[config.mk]
export PLATFORM = sky130hd
export DESIGN_NAME = plru_lock_tracker
export DESIGN_NICKNAME = d
export VERILOG_FILES = /design/src/rtl/plru_lock_tracker.sv
export SDC_FILE = /design/constraint.sdc
export NUM_CORES = 1
export LEC_CHECK = 0
export BUFFER_PORTS_ARGS = -buffer_cell sky130_fd_sc_hd__buf_4
export CORE_MARGIN = 4
export CORE_UTILIZATION = 63
export CTS_BUF_LIST = sky130_fd_sc_hd__clkbuf_16
export CTS_CLUSTER_DIAMETER = 50
export DETAILED_ROUTE_END_ITERATION = 10
export PLACE_DENSITY_LB_ADDON = 0.08
export SETUP_SLACK_MARGIN = 0.4
export SLEW_MARGIN = 20
export SYNTH_ARGS = -nofsm -noshare
export SYNTH_HDL_FRONTEND = slang
export SYNTH_SLANG_ARGS = --single-unit
export TNS_END_PERCENT = 100
[constraint.sdc]
create_clock -name clk -period 2.9 [get_ports clk]
set_clock_uncertainty 0.2 [all_clocks]
set_input_delay 0.725 -clock clk [delete_from_list [all_inputs] [get_ports clk]]
set_output_delay 0.725 -clock clk [all_outputs]
set_load 0.02 [all_outputs]
[src/rtl/plru_lock_tracker.sv]
// Pseudo-LRU victim selection with per-way locks: per-set MRU and lock
// vectors live in two 1R1W arrays with a registered read and write bypass.

module plru_lock_tracker_ram #(
  parameter int DEPTH = 16,
  parameter int WIDTH = 4,
  parameter int AW    = 4
) (
  input  logic             clk,
  input  logic             reset,
  input  logic             re,
  input  logic [AW-1:0]    raddr,
  output logic [WIDTH-1:0] rdata,
  input  logic             we,
  input  logic [AW-1:0]    waddr,
  input  logic [WIDTH-1:0] wdata
);

  logic [WIDTH-1:0] mem [DEPTH];

  // NOTE: the array is built from flops and cleared by reset so every set starts with no MRU and no lock bits.
  always_ff @(posedge clk or negedge reset) begin
    if (!reset) begin
      for (int i = 0; i < DEPTH; i++) mem[i] <= '0;
      rdata <= '0;
    end else begin
      if (we) mem[waddr] <= wdata;
      if (re) rdata <= (we && waddr == raddr) ? wdata : mem[raddr];
    end
  end

endmodule

module plru_lock_tracker #(
  parameter int NUM_SETS        = 16,
  parameter int NUM_WAYS        = 4,
  parameter int SET_INDEX_WIDTH = (NUM_SETS > 1) ? $clog2(NUM_SETS) : 1,
  parameter int WAY_INDEX_WIDTH = (NUM_WAYS > 1) ? $clog2(NUM_WAYS) : 1
) (
  input  logic                       clk,
  input  logic                       reset,
  input  logic                       fill_en,
  input  logic [SET_INDEX_WIDTH-1:0] fill_set,
  output logic [WAY_INDEX_WIDTH-1:0] fill_way,
  input  logic                       lock_en,
  input  logic                       lock_value,
  input  logic                       access_en,
  input  logic [SET_INDEX_WIDTH-1:0] access_set,
  input  logic                       access_update_en,
  input  logic [WAY_INDEX_WIDTH-1:0] access_update_way
);

  if (NUM_WAYS != 1 && NUM_WAYS != 2 && NUM_WAYS != 4 && NUM_WAYS != 8) begin : g_bad_ways
    $error("plru_lock_tracker: NUM_WAYS must be 1, 2, 4 or 8");
  end

  logic                       read_en;
  logic [SET_INDEX_WIDTH-1:0] read_set;
  logic [SET_INDEX_WIDTH-1:0] set_q;
  logic                       was_fill;
  logic                       was_lock;
  logic                       was_access;
  logic                       lock_value_q;
  logic [NUM_WAYS-1:0]        rd_mru;
  logic [NUM_WAYS-1:0]        rd_lock;
  logic [NUM_WAYS-1:0]        busy;
  logic [WAY_INDEX_WIDTH-1:0] new_mru;
  logic [NUM_WAYS-1:0]        new_oh;
  logic                       mru_we;
  logic                       lock_we;
  logic [NUM_WAYS-1:0]        mru_wdata;
  logic [NUM_WAYS-1:0]        lock_wdata;

  // Fill wins the single read port when both requests arrive together.
  assign read_en  = fill_en | access_en;
  assign read_set = fill_en ? fill_set : access_set;

  always_ff @(posedge clk or negedge reset) begin
    if (!reset) begin
      set_q        <= '0;
      was_fill     <= 1'b0;
      was_lock     <= 1'b0;
      was_access   <= 1'b0;
      lock_value_q <= 1'b0;
    end else begin
      was_fill     <= fill_en;
      was_lock     <= lock_en;
      was_access   <= access_en;
      lock_value_q <= lock_value;
      if (read_en) set_q <= read_set;
    end
  end

  assign busy = rd_mru | rd_lock;

  // NOTE: every combinational output gets a default before the loop, so no latch is inferred.
  always_comb begin
    fill_way = '0;
    if (NUM_WAYS > 1) begin
      for (int i = NUM_WAYS - 1; i >= 0; i--) begin
        if (!busy[i]) fill_way = WAY_INDEX_WIDTH'(i);
      end
    end
  end

  assign new_mru = was_fill ? fill_way : access_update_way;

  always_comb begin
    new_oh = '0;
    for (int i = 0; i < NUM_WAYS; i++) begin
      new_oh[i] = (new_mru == WAY_INDEX_WIDTH'(i));
    end
  end

  assign mru_we  = was_fill | access_update_en;
  assign lock_we = was_lock & mru_we;

  // A saturated MRU vector restarts from the way just touched.
  always_comb begin
    mru_wdata = '0;
    if (NUM_WAYS > 1) begin
      mru_wdata = (&(rd_mru | new_oh | rd_lock)) ? new_oh : (rd_mru | new_oh);
    end
  end

  assign lock_wdata = lock_value_q ? (rd_lock | new_oh) : (rd_lock & ~new_oh);

  plru_lock_tracker_ram #(
    .DEPTH (NUM_SETS),
    .WIDTH (NUM_WAYS),
    .AW    (SET_INDEX_WIDTH)
  ) u_mru_ram (
    .clk   (clk),
    .reset (reset),
    .re    (read_en),
    .raddr (read_set),
    .rdata (rd_mru),
    .we    (mru_we),
    .waddr (set_q),
    .wdata (mru_wdata)
  );

  plru_lock_tracker_ram #(
    .DEPTH (NUM_SETS),
    .WIDTH (NUM_WAYS),
    .AW    (SET_INDEX_WIDTH)
  ) u_lock_ram (
    .clk   (clk),
    .reset (reset),
    .re    (read_en),
    .raddr (read_set),
    .rdata (rd_lock),
    .we    (lock_we),
    .waddr (set_q),
    .wdata (lock_wdata)
  );

  a_update_follows_access : assert property (
    @(posedge clk) disable iff (!reset) access_update_en |-> was_access
  ) else $error("plru_lock_tracker: access_update_en without a preceding access_en");

endmodule

==> results.py, run 1 <==
metrics = {
    "outcome": {
        "status": "complete, no violations",
    },
    "global_routing": {
        "grtUsageMet3_pct": 11.7,
        "overflow": 0,
        "grt_pass1_wl_um": 41100,
        "first_global_vias": 7169,
        "use_met1_pct": 54.2,
        "grt_max_degree": 67,
        "use_met2_pct": 52.1,
        "antenna_found_initial": 0,
        "grt_use_total_pct": 37.1,
        "top_usage_layer": "met1",
    },
    "timing": {
        "max-slew-margin-rel_pct": 38.5,
        "slew_violations": 0,
        "setup_violations": 0,
        "worstMarginPinSlew_ps": 914,
        "fin_crit_ps": 2470,
        "hold_viol": 0,
        "tns_ps": 0,
        "fin_crit_sh_pct": 85.0,
        "rsz0062_at_grt": "true",
        "fmax_mhz": 405,
    },
    "layout": {
        "multi_input_area_um2": 4220,
        "drive_gt1_share_pct": 18.9,
        "fin_cells": 1127,
        "fin_nets": 963,
        "area_growth_pct": 15.9,
        "antennaDiodeCount": 0,
        "post-route-cell-area_um2": 9280,
        "final-seq-area_um2": 3580,
        "nFillCells": 896,
    },
    "yosys": {
        "yosysWarnings": 0,
        "synth_top_area_share_pct": 44.7,
        "ys_types": 60,
        "syn_area_per_cell_um2": 8.78,
        "syn-instance-count": 912,
        "synthTopCellsByArea": "dfrtp_1 (45%), nor2_1 (6.8%), mux2_2 (5.3%)",
        "synth_edf_count": 0,
        "synth-async-reset-ratio_pct": 100,
        "synth_seq_area_share_pct": 44.7,
        "ys_seq_elements": 143,
        "synth_nets": 929,
        "yosys.area.top_type": "dfrtp_1",
        "synth_flop_cell": "dfrtp_1",
        "synth_area_um2": 8010,
    },
    "setup_path": {
        "r2r-start": "u_mru_ram.rdata[1]$_DFFE_PN0P_",
        "rrSetupSlack_ps": 430,
        "crit_required_ps": 3010,
        "crit_fanout": 17,
        "path_class": "flip-flop to flip-flop",
        "reg2reg_depth": 7,
        "critical_path_arrival_ps": 2580,
        "r2r_end": "u_lock_ram.rdata[0]$_DFFE_PN0P_",
        "endpoint_kind": "flip-flop",
        "setup.worst_path.start_class": "flip-flop",
    },
    "route": {
        "totalWireLength_um": 26400,
        "dr.pass1.iters": 6,
        "viasPerCell": 6.92,
        "vias": 7795,
        "wl_per_cell_um": 23.4,
        "drtIter0Drc": 1222,
        "remaining_drc_errors": 0,
        "antenna_left": 0,
    },
    "floorplan": {
        "num_rows": 40,
        "die_w_um": 121,
        "fp.dieH_um": 121,
        "dieArea_um2": 14600,
        "fp.coreArea_um2": 12200,
        "start_util_pct": 65.6,
        "num_io_pins": 19,
    },
    "flow_run": {
        "maxCapViolations": 0,
    },
    "clock_tree": {
        "cts_num_sinks": 143,
        "htree_levels": 4,
        "ctsLongestPathBuffers": 2,
        "numCtsBuffers": 17,
        "root_buffer": "clkbuf_16",
        "cts.clk_slew.worst_paths_ps": 70,
        "cts_tree": "yes",
        "clkLatencyLatePin_ps": 440,
    },
    "placed_design": {
        "gp_congestion": 1.02,
        "numPlacedInstances": 1093,
        "place_area_um2": 8600,
        "dpl.hpwl_um": 18100,
        "numPortBuffers": 18,
    },
    "power": {
        "p_per_area_nw_per_um2": 898,
        "power.static_leakage_nw": 3.84,
        "irDropWorstVdd_mv": 0.621,
        "power_mw": 8.33,
    },
    "worst_hold_path": {
        "hold_path.class": "input port to async pin",
    },
}
-- through the flow --
step           setup WS, ps  utilization, %  hold slack (ps)
6_report                434            76.0             68.4
5_1_grt                 360            76.0              101
4_1_cts                 391            75.3              101
3_5_place_dp           17.6            70.4              272
3_3_place_gp            106            70.4              264
2_1_floorplan           331               -              229
-- routing by layer --
layer | up-vias | part of all wire [%]
met1 | 3702 | 42
li1 | 3423 | -
met4 | 0 | 3.1
met5 | - | 0
met2 | 582 | 43
met3 | 88 | 13
-- worst max path at each step --
stage,startpoint,endpoint,slack [ps],depth (start not counted)
2_1_floorplan,fill_en,u_mru_ram.rdata[0]$_DFFE_PN0P_,330,6
3_3_place_gp,access_update_en,u_lock_ram.mem[48]$_DFFE_PN0P_,110,6
3_5_place_dp,access_update_en,u_lock_ram.mem[50]$_DFFE_PN0P_,20,6
4_1_cts,was_fill$_DFF_PN0_,u_lock_ram.mem[24]$_DFFE_PN0P_,390,5
5_1_grt,u_mru_ram.rdata[2]$_DFFE_PN0P_,fill_way[0],360,5
6_report,u_mru_ram.rdata[1]$_DFFE_PN0P_,u_lock_ram.rdata[0]$_DFFE_PN0P_,430,7
-- cells in the mapped netlist (all sizes together) (7+ instances only) --
cell    count
nand2      66
clkbuf     49
o21ai      75
a21oi      83
nand2b     20
buf        19
dfrtp     143
mux2i      12
mux2       39
o31ai      16
o221ai      7
nor2      147
nor2b       7
nand3      13
o211ai     54
o21a        9
a31oi      20
nor3       14
o21bai     18
and2        7
o22ai      18
-- state kept, by name, summed over array words and instances (netlist names) --
name and flops:
u_mru_ram.rdata 4, was_lock 1, was_fill 1, set_q 4, lock_value_q 1, u_mru_ram.mem 64
u_lock_ram.rdata 4, u_lock_ram.mem 64
-- kinds of logic after synthesis --
group,count (synthesis),synth area share (%)
xor gates and xnor gates,3,0.422
AOI/OAI and AO/OA,348,27.9
and+or+nand+nor,291,15.9
DFF,143,44.7
muxes,51,7.19
buffers and inverters,76,3.89
-- critical path, stage by stage, from the launching register on --
cell and delay [ps]:
dfrtp_1 500, nor2_2 220, o32ai_1 130, a21oi_1 440, mux2i_1 280, buf_4 300
a31oi_1 130, o31a_1 140
-- where the power goes --
group | internal (mW) | switching [mW]
clock | 1.21 | 0.953
sequential | 2.87 | 0.864
combinational | 1.03 | 1.41
total | 5.11 | 3.22
-- cell type report --
type	instances	area share (%)
Sequential cell	143	38.6
Clock inverter	15	1.63
Multi-Input combinational cell	693	45.5
Clock buffer	17	4.59
Inverter	8	0.364
Timing Repair Buffer	83	7.07
Tap cell	168	2.27
-- layout by cell type (no fill, tap or decap), types with 9 or more instances in the layout --
| master | instances |
|---|---|
| nand2_1 | 66 |
| nand3_1 | 13 |
| nand2b_1 | 20 |
| a21oi_1 | 81 |
| o21bai_1 | 18 |
| o22ai_1 | 17 |
| o211ai_1 | 54 |
| o21a_1 | 9 |
| mux2_2 | 36 |
| nor2_1 | 140 |
| a31oi_1 | 20 |
| dfrtp_1 | 142 |
| buf_4 | 79 |
| clkbuf_16 | 17 |
| nor3_1 | 11 |
| o21ai_0 | 74 |
| o31ai_1 | 15 |
| mux2i_1 | 10 |
-- timing repair --
action | in CTS | in global routing
setup buffers | 0 | 2
pin swaps | 0 | 1
hold buffers | 0 | 0
resized for setup | 5 | 17
endpoints found under the setup margin | 17 | 51
Power figures use the tool's default switching activity.
==> run 2: changes to the inputs <==
--- a/config.mk
+++ b/config.mk
@@ -5,12 +5,13 @@
 export SDC_FILE = /design/constraint.sdc
 export NUM_CORES = 1
 export LEC_CHECK = 0
-export BUFFER_PORTS_ARGS = -buffer_cell sky130_fd_sc_hd__buf_4
 export CORE_MARGIN = 4
-export CORE_UTILIZATION = 63
+export CORE_UTILIZATION = 64
 export CTS_BUF_LIST = sky130_fd_sc_hd__clkbuf_16
 export CTS_CLUSTER_DIAMETER = 50
 export DETAILED_ROUTE_END_ITERATION = 10
+export DONT_BUFFER_PORTS = 1
+export GPL_TIMING_DRIVEN = 1
 export PLACE_DENSITY_LB_ADDON = 0.08
 export SETUP_SLACK_MARGIN = 0.4
 export SLEW_MARGIN = 20
==> results.py, run 2 (synthesis results as in run 1) <==
metrics = {
    "route": {
        "vias": 7521,
        "drtIter0Drc": 1066,
        "viasPerCell": 6.97,
        "remaining_drc_errors": 0,
        "totalWireLength_um": 25100,
        "antenna_left": 0,
        "dr.pass1.iters": 6,
        "wl_per_cell_um": 23.3,
    },
    "layout": {
        "reg.largest.list": "u_lock_ram.mem x64, u_mru_ram.mem x64",
        "fin_cells": 1079,
        "final_cell_mix": "nor2_1 (142), dfrtp_1 (142), a21oi_1 (83)",
        "antennaDiodeCount": 0,
        "utilization_pct": 72.8,
        "area_growth_pct": 10.2,
        "drive_gt1_share_pct": 13.3,
        "nFillCells": 923,
        "fin_nets": 915,
    },
    "clock_tree": {
        "root_buffer": "clkbuf_16",
        "cts_tree": "yes",
        "htree_levels": 4,
        "cts.clk_slew.worst_paths_ps": 60,
        "cts_num_sinks": 143,
        "clkLatencyLatePin_ps": 440,
        "numCtsBuffers": 17,
        "ctsLongestPathBuffers": 2,
    },
    "timing": {
        "rsz0062_at_grt": "true",
        "fin_crit_sh_pct": 85.8,
        "whs_ps": -213,
        "worstMarginPinSlew_ps": 789,
        "slew_violations": 0,
        "tns_ps": 0,
        "hold_viol": 143,
        "setup_ws_ps": 411,
        "fin_crit_ps": 2490,
        "setup_violations": 0,
        "fmax_mhz": 402,
        "max-slew-margin-rel_pct": 47.3,
    },
    "global_routing": {
        "grt_pass1_wl_um": 40100,
        "grt_max_degree": 144,
        "grt_use_total_pct": 36.0,
        "antenna_found_initial": 0,
        "first_global_vias": 6999,
        "overflow": 0,
    },
    "setup_path": {
        "path_class": "flip-flop to output pin",
        "crit_slowest_cell": "dfrtp_1",
        "crit_path_max_incr_delay_ps": 490,
        "endpoint_kind": "output pin",
        "crit_required_ps": 1980,
        "worstPathCellList": "o22ai_1 > nor2_2",
        "critPathTopFamily": "flip-flops",
        "crit_buf_inv": 0,
        "crit_fanout": 7,
        "critical_path_arrival_ps": 1560,
        "setup.worst_path.start_class": "flip-flop",
    },
    "placed_design": {
        "numPlacedInstances": 1047,
        "dpl.hpwl_um": 16400,
        "gp_congestion": 1.01,
        "pre_cts_ws_ps": 319,
        "numPortBuffers": 0,
    },
    "power": {
        "irDropWorstVdd_mv": 0.653,
        "p_per_area_nw_per_um2": 895,
        "power.static_leakage_nw": 3.58,
    },
    "worst_hold_path": {
        "hold_path.class": "input port to async pin",
    },
    "floorplan": {
        "start_util_pct": 66.1,
        "fp.dieH_um": 120,
        "dieArea_um2": 14400,
        "fp.coreArea_um2": 12100,
        "num_rows": 40,
        "num_io_pins": 19,
        "die_w_um": 120,
    },
    "outcome": {
        "status": "finished with violations",
        "violations": "hold timing",
    },
    "flow_run": {
        "maxCapViolations": 0,
    },
}
## run 2: worst paths after layout
check                           depth (start not counted)                            start  slack, ps                               to
worst min-delay path                                    0                            reset       -210   u_mru_ram.rdata[1]$_DFFE_PN0P_
max in group asynchronous                               0                            reset       2500   u_lock_ram.mem[51]$_DFFE_PN0P_
worst max-delay path                                    2  u_lock_ram.rdata[1]$_DFFE_PN0P_        410                      fill_way[1]
worst min register to register                          2    u_lock_ram.mem[4]$_DFFE_PN0P_        290    u_lock_ram.mem[4]$_DFFE_PN0P_
min in group clk                                        0                       lock_value        120           lock_value_q$_DFF_PN0_
worst max register to register                          7  u_lock_ram.rdata[2]$_DFFE_PN0P_        520  u_lock_ram.rdata[0]$_DFFE_PN0P_
## run 2: report_power, final
part	leakage (nW)	internal [mW]	switching, mW
clock	0.259	1.10	0.932
combinational	1.57	0.960	1.25
sequential	1.75	2.87	0.779
total	3.58	4.93	2.96
## run 2: worst register-to-register path, stage by stage (launching register included)
cell,delay [ps]
dfrtp_1,450
nor2_2,300
o32ai_1,140
a21oi_1,400
mux2i_1,270
buf_4,270
a31oi_1,110
o31a_1,120
## run 2: layout make-up
class	instances	area [um2]	share of cell area (%)
multi-input combinational	693	4160	47.2
sequential	143	3580	40.6
clock inverter	15	111	1.26
timing repair buffer	35	300	3.40
inverter	8	30.0	0.340
tap	168	210	2.38
clock buffer	17	425	4.82
## run 2: repair_timing
action,4_1_cts,5_1_grt
endpoints found under the setup margin,3,33
pin swaps,0,0
setup buffers,0,0
endpoints found under the hold margin,143,143
resized for setup,4,3
## run 2: metrics by stage
stage | power, mW | cell area [um2]
floorplan | 4.99 | 8070
global placement | 5.62 | 8260
detailed placement | 5.74 | 8260
CTS | 7.80 | 8810
global route | 8.31 | 8820
finish | 7.89 | 8820
## run 2: per-layer routing
metal	vias to the layer above	global-route usage, %	share of wire, %
li1	3311	-	-
met1	3594	51.1	40
met2	529	55.0	46
met3	87	7.63	10
met4	0	13.2	3.4
met5	-	0	0
==> run 3: changes to the inputs <==
--- a/config.mk
+++ b/config.mk
@@ -5,8 +5,10 @@
 export SDC_FILE = /design/constraint.sdc
 export NUM_CORES = 1
 export LEC_CHECK = 0
+export CELL_PAD_IN_SITES_DETAIL_PLACEMENT = 0
+export CELL_PAD_IN_SITES_GLOBAL_PLACEMENT = 1
 export CORE_MARGIN = 4
-export CORE_UTILIZATION = 64
+export CORE_UTILIZATION = 50
 export CTS_BUF_LIST = sky130_fd_sc_hd__clkbuf_16
 export CTS_CLUSTER_DIAMETER = 50
 export DETAILED_ROUTE_END_ITERATION = 10
==> results.py, run 3 (synthesis results as in run 1) <==
metrics = {
    "setup_path": {
        "r2r-start": "u_mru_ram.rdata[2]$_DFFE_PN0P_",
        "crit_buf_inv": 0,
        "crit_cells": 2,
        "worstPathCellList": "o22ai_1 > nor2_2",
        "critical_path_arrival_ps": 1530,
        "rrSetupSlack_ps": 500,
        "crit_fanout": 7,
        "endpoint_kind": "output pin",
        "crit_required_ps": 1980,
        "crit_path_max_incr_delay_ps": 470,
        "reg2reg_depth": 6,
        "crit_slowest_cell": "dfrtp_1",
        "path_class": "flip-flop to output pin",
        "r2r_end": "u_lock_ram.mem[4]$_DFFE_PN0P_",
        "setup.worst_path.start_class": "flip-flop",
        "critPathLaunch": "u_lock_ram.rdata[1]$_DFFE_PN0P_",
        "crit_end": "fill_way[1]",
        "critPathTopFamily": "flip-flops",
    },
    "route": {
        "antenna_left": 0,
        "remaining_drc_errors": 0,
        "totalWireLength_um": 25400,
        "vias": 7250,
        "viasPerCell": 6.43,
        "drtIter0Drc": 680,
        "dr.pass1.iters": 7,
        "wl_per_cell_um": 22.5,
    },
    "floorplan": {
        "dieArea_um2": 18100,
        "die_w_um": 135,
        "start_util_pct": 51.9,
        "num_rows": 45,
        "fp.dieH_um": 135,
        "num_io_pins": 19,
        "fp.coreArea_um2": 15400,
    },
    "power": {
        "irDropWorstVdd_mv": 0.615,
        "power.static_leakage_nw": 3.64,
        "p_per_area_nw_per_um2": 908,
        "power_mw": 8.14,
    },
    "timing": {
        "hold_viol": 143,
        "slew_violations": 0,
        "rsz0062_at_grt": "false",
        "whs_ps": -212,
        "fmax_mhz": 408,
        "tns_ps": 0,
        "worstMarginPinSlew_ps": 683,
        "fin_crit_ps": 2450,
        "max-slew-margin-rel_pct": 54.4,
        "fin_crit_sh_pct": 84.5,
        "setup_violations": 0,
    },
    "global_routing": {
        "grt_pass1_wl_um": 40100,
        "antenna_found_initial": 0,
        "grt_max_degree": 144,
        "first_global_vias": 6914,
        "overflow": 0,
        "grt_use_total_pct": 28.7,
    },
    "placed_design": {
        "dpl.hpwl_um": 16900,
        "gp_congestion": 0.938,
        "numPortBuffers": 0,
    },
    "clock_tree": {
        "numCtsBuffers": 17,
        "cts.clk_slew.worst_paths_ps": 60,
        "htree_levels": 4,
        "post-cts-setup-buffers": 0,
        "clkLatencyLatePin_ps": 430,
        "cts_tree": "yes",
        "cts_num_sinks": 143,
        "ctsLongestPathBuffers": 2,
        "root_buffer": "clkbuf_16",
    },
    "layout": {
        "drive_gt1_share_pct": 13.6,
        "fin_nets": 921,
        "reg.largest.list": "u_lock_ram.mem x64, u_mru_ram.mem x64",
        "antennaDiodeCount": 0,
        "area_growth_pct": 12.0,
        "mostFrequentLayoutCell": "dfrtp_1",
        "final_cell_mix": "dfrtp_1 (143), nor2_1 (142), a21oi_1 (83)",
    },
    "outcome": {
        "status": "finished with violations",
        "violations": "hold timing",
    },
    "worst_hold_path": {
        "hold_path.class": "input port to async pin",
    },
    "flow_run": {
        "maxCapViolations": 0,
    },
}
-- run 3: how the worst min path moves through the flow --
stage                from                             to  cells after the start
global route        reset  u_mru_ram.mem[31]$_DFFE_PN0P_                      0
finish              reset  u_mru_ram.mem[31]$_DFFE_PN0P_                      0
global placement    reset  u_mru_ram.mem[31]$_DFFE_PN0P_                      0
detailed placement  reset  u_mru_ram.mem[31]$_DFFE_PN0P_                      0
CTS                 reset  u_mru_ram.mem[31]$_DFFE_PN0P_                      0
floorplan           reset         lock_value_q$_DFF_PN0_                      0
-- run 3: what timing repair did --
action / in CTS / in global routing
endpoints found under the setup margin: 2 / 6
resized for setup: 4 / 4
endpoints found under the hold margin: 143 / 143
-- run 3: per-layer routing --
metal / routed length [um] / vias up / track usage, %
li1: - / 3329 / -
met1: 11400 / 3532 / 41.9
met2: 11300 / 348 / 43.2
met3: 2170 / 41 / 7.30
met4: 413 / 0 / 6.90
met5: 0 / - / 0
-- run 3: layout make-up --
| type | count | area, um2 |
|---|---|---|
| Clock buffer | 17 | 425 |
| Tap cell | 211 | 264 |
| Clock inverter | 15 | 194 |
| Fill cell | 1389 | 6460 |
| Sequential cell | 143 | 3580 |
| Inverter | 8 | 30.0 |
| Timing Repair Buffer | 41 | 308 |
| Multi-Input combinational cell | 693 | 4170 |
-- run 3: per-stage QoR --
stage / cells / hold WS (ps) / cell area [um2] / setup slack [ps] / util (%)
2_1_floorplan: 912 / 229 / 8070 / 331 / -
3_3_place_gp: 1096 / 233 / 8320 / 398 / 53.9
6_report: 1128 / -212 / 8960 / 450 / 58.1
4_1_cts: 1128 / -222 / 8950 / 442 / 58.0
5_1_grt: 1128 / -232 / 8960 / 418 / 58.1
3_5_place_dp: 1096 / 233 / 8320 / 303 / 53.9
-- run 3: report_power, final --
group          internal (mW)  switching [mW]  total [mW]
Clock                   1.43           0.884        2.32
Sequential              2.87           0.740        3.61
Combinational          0.963            1.25        2.21
Total                   5.27            2.88        8.14
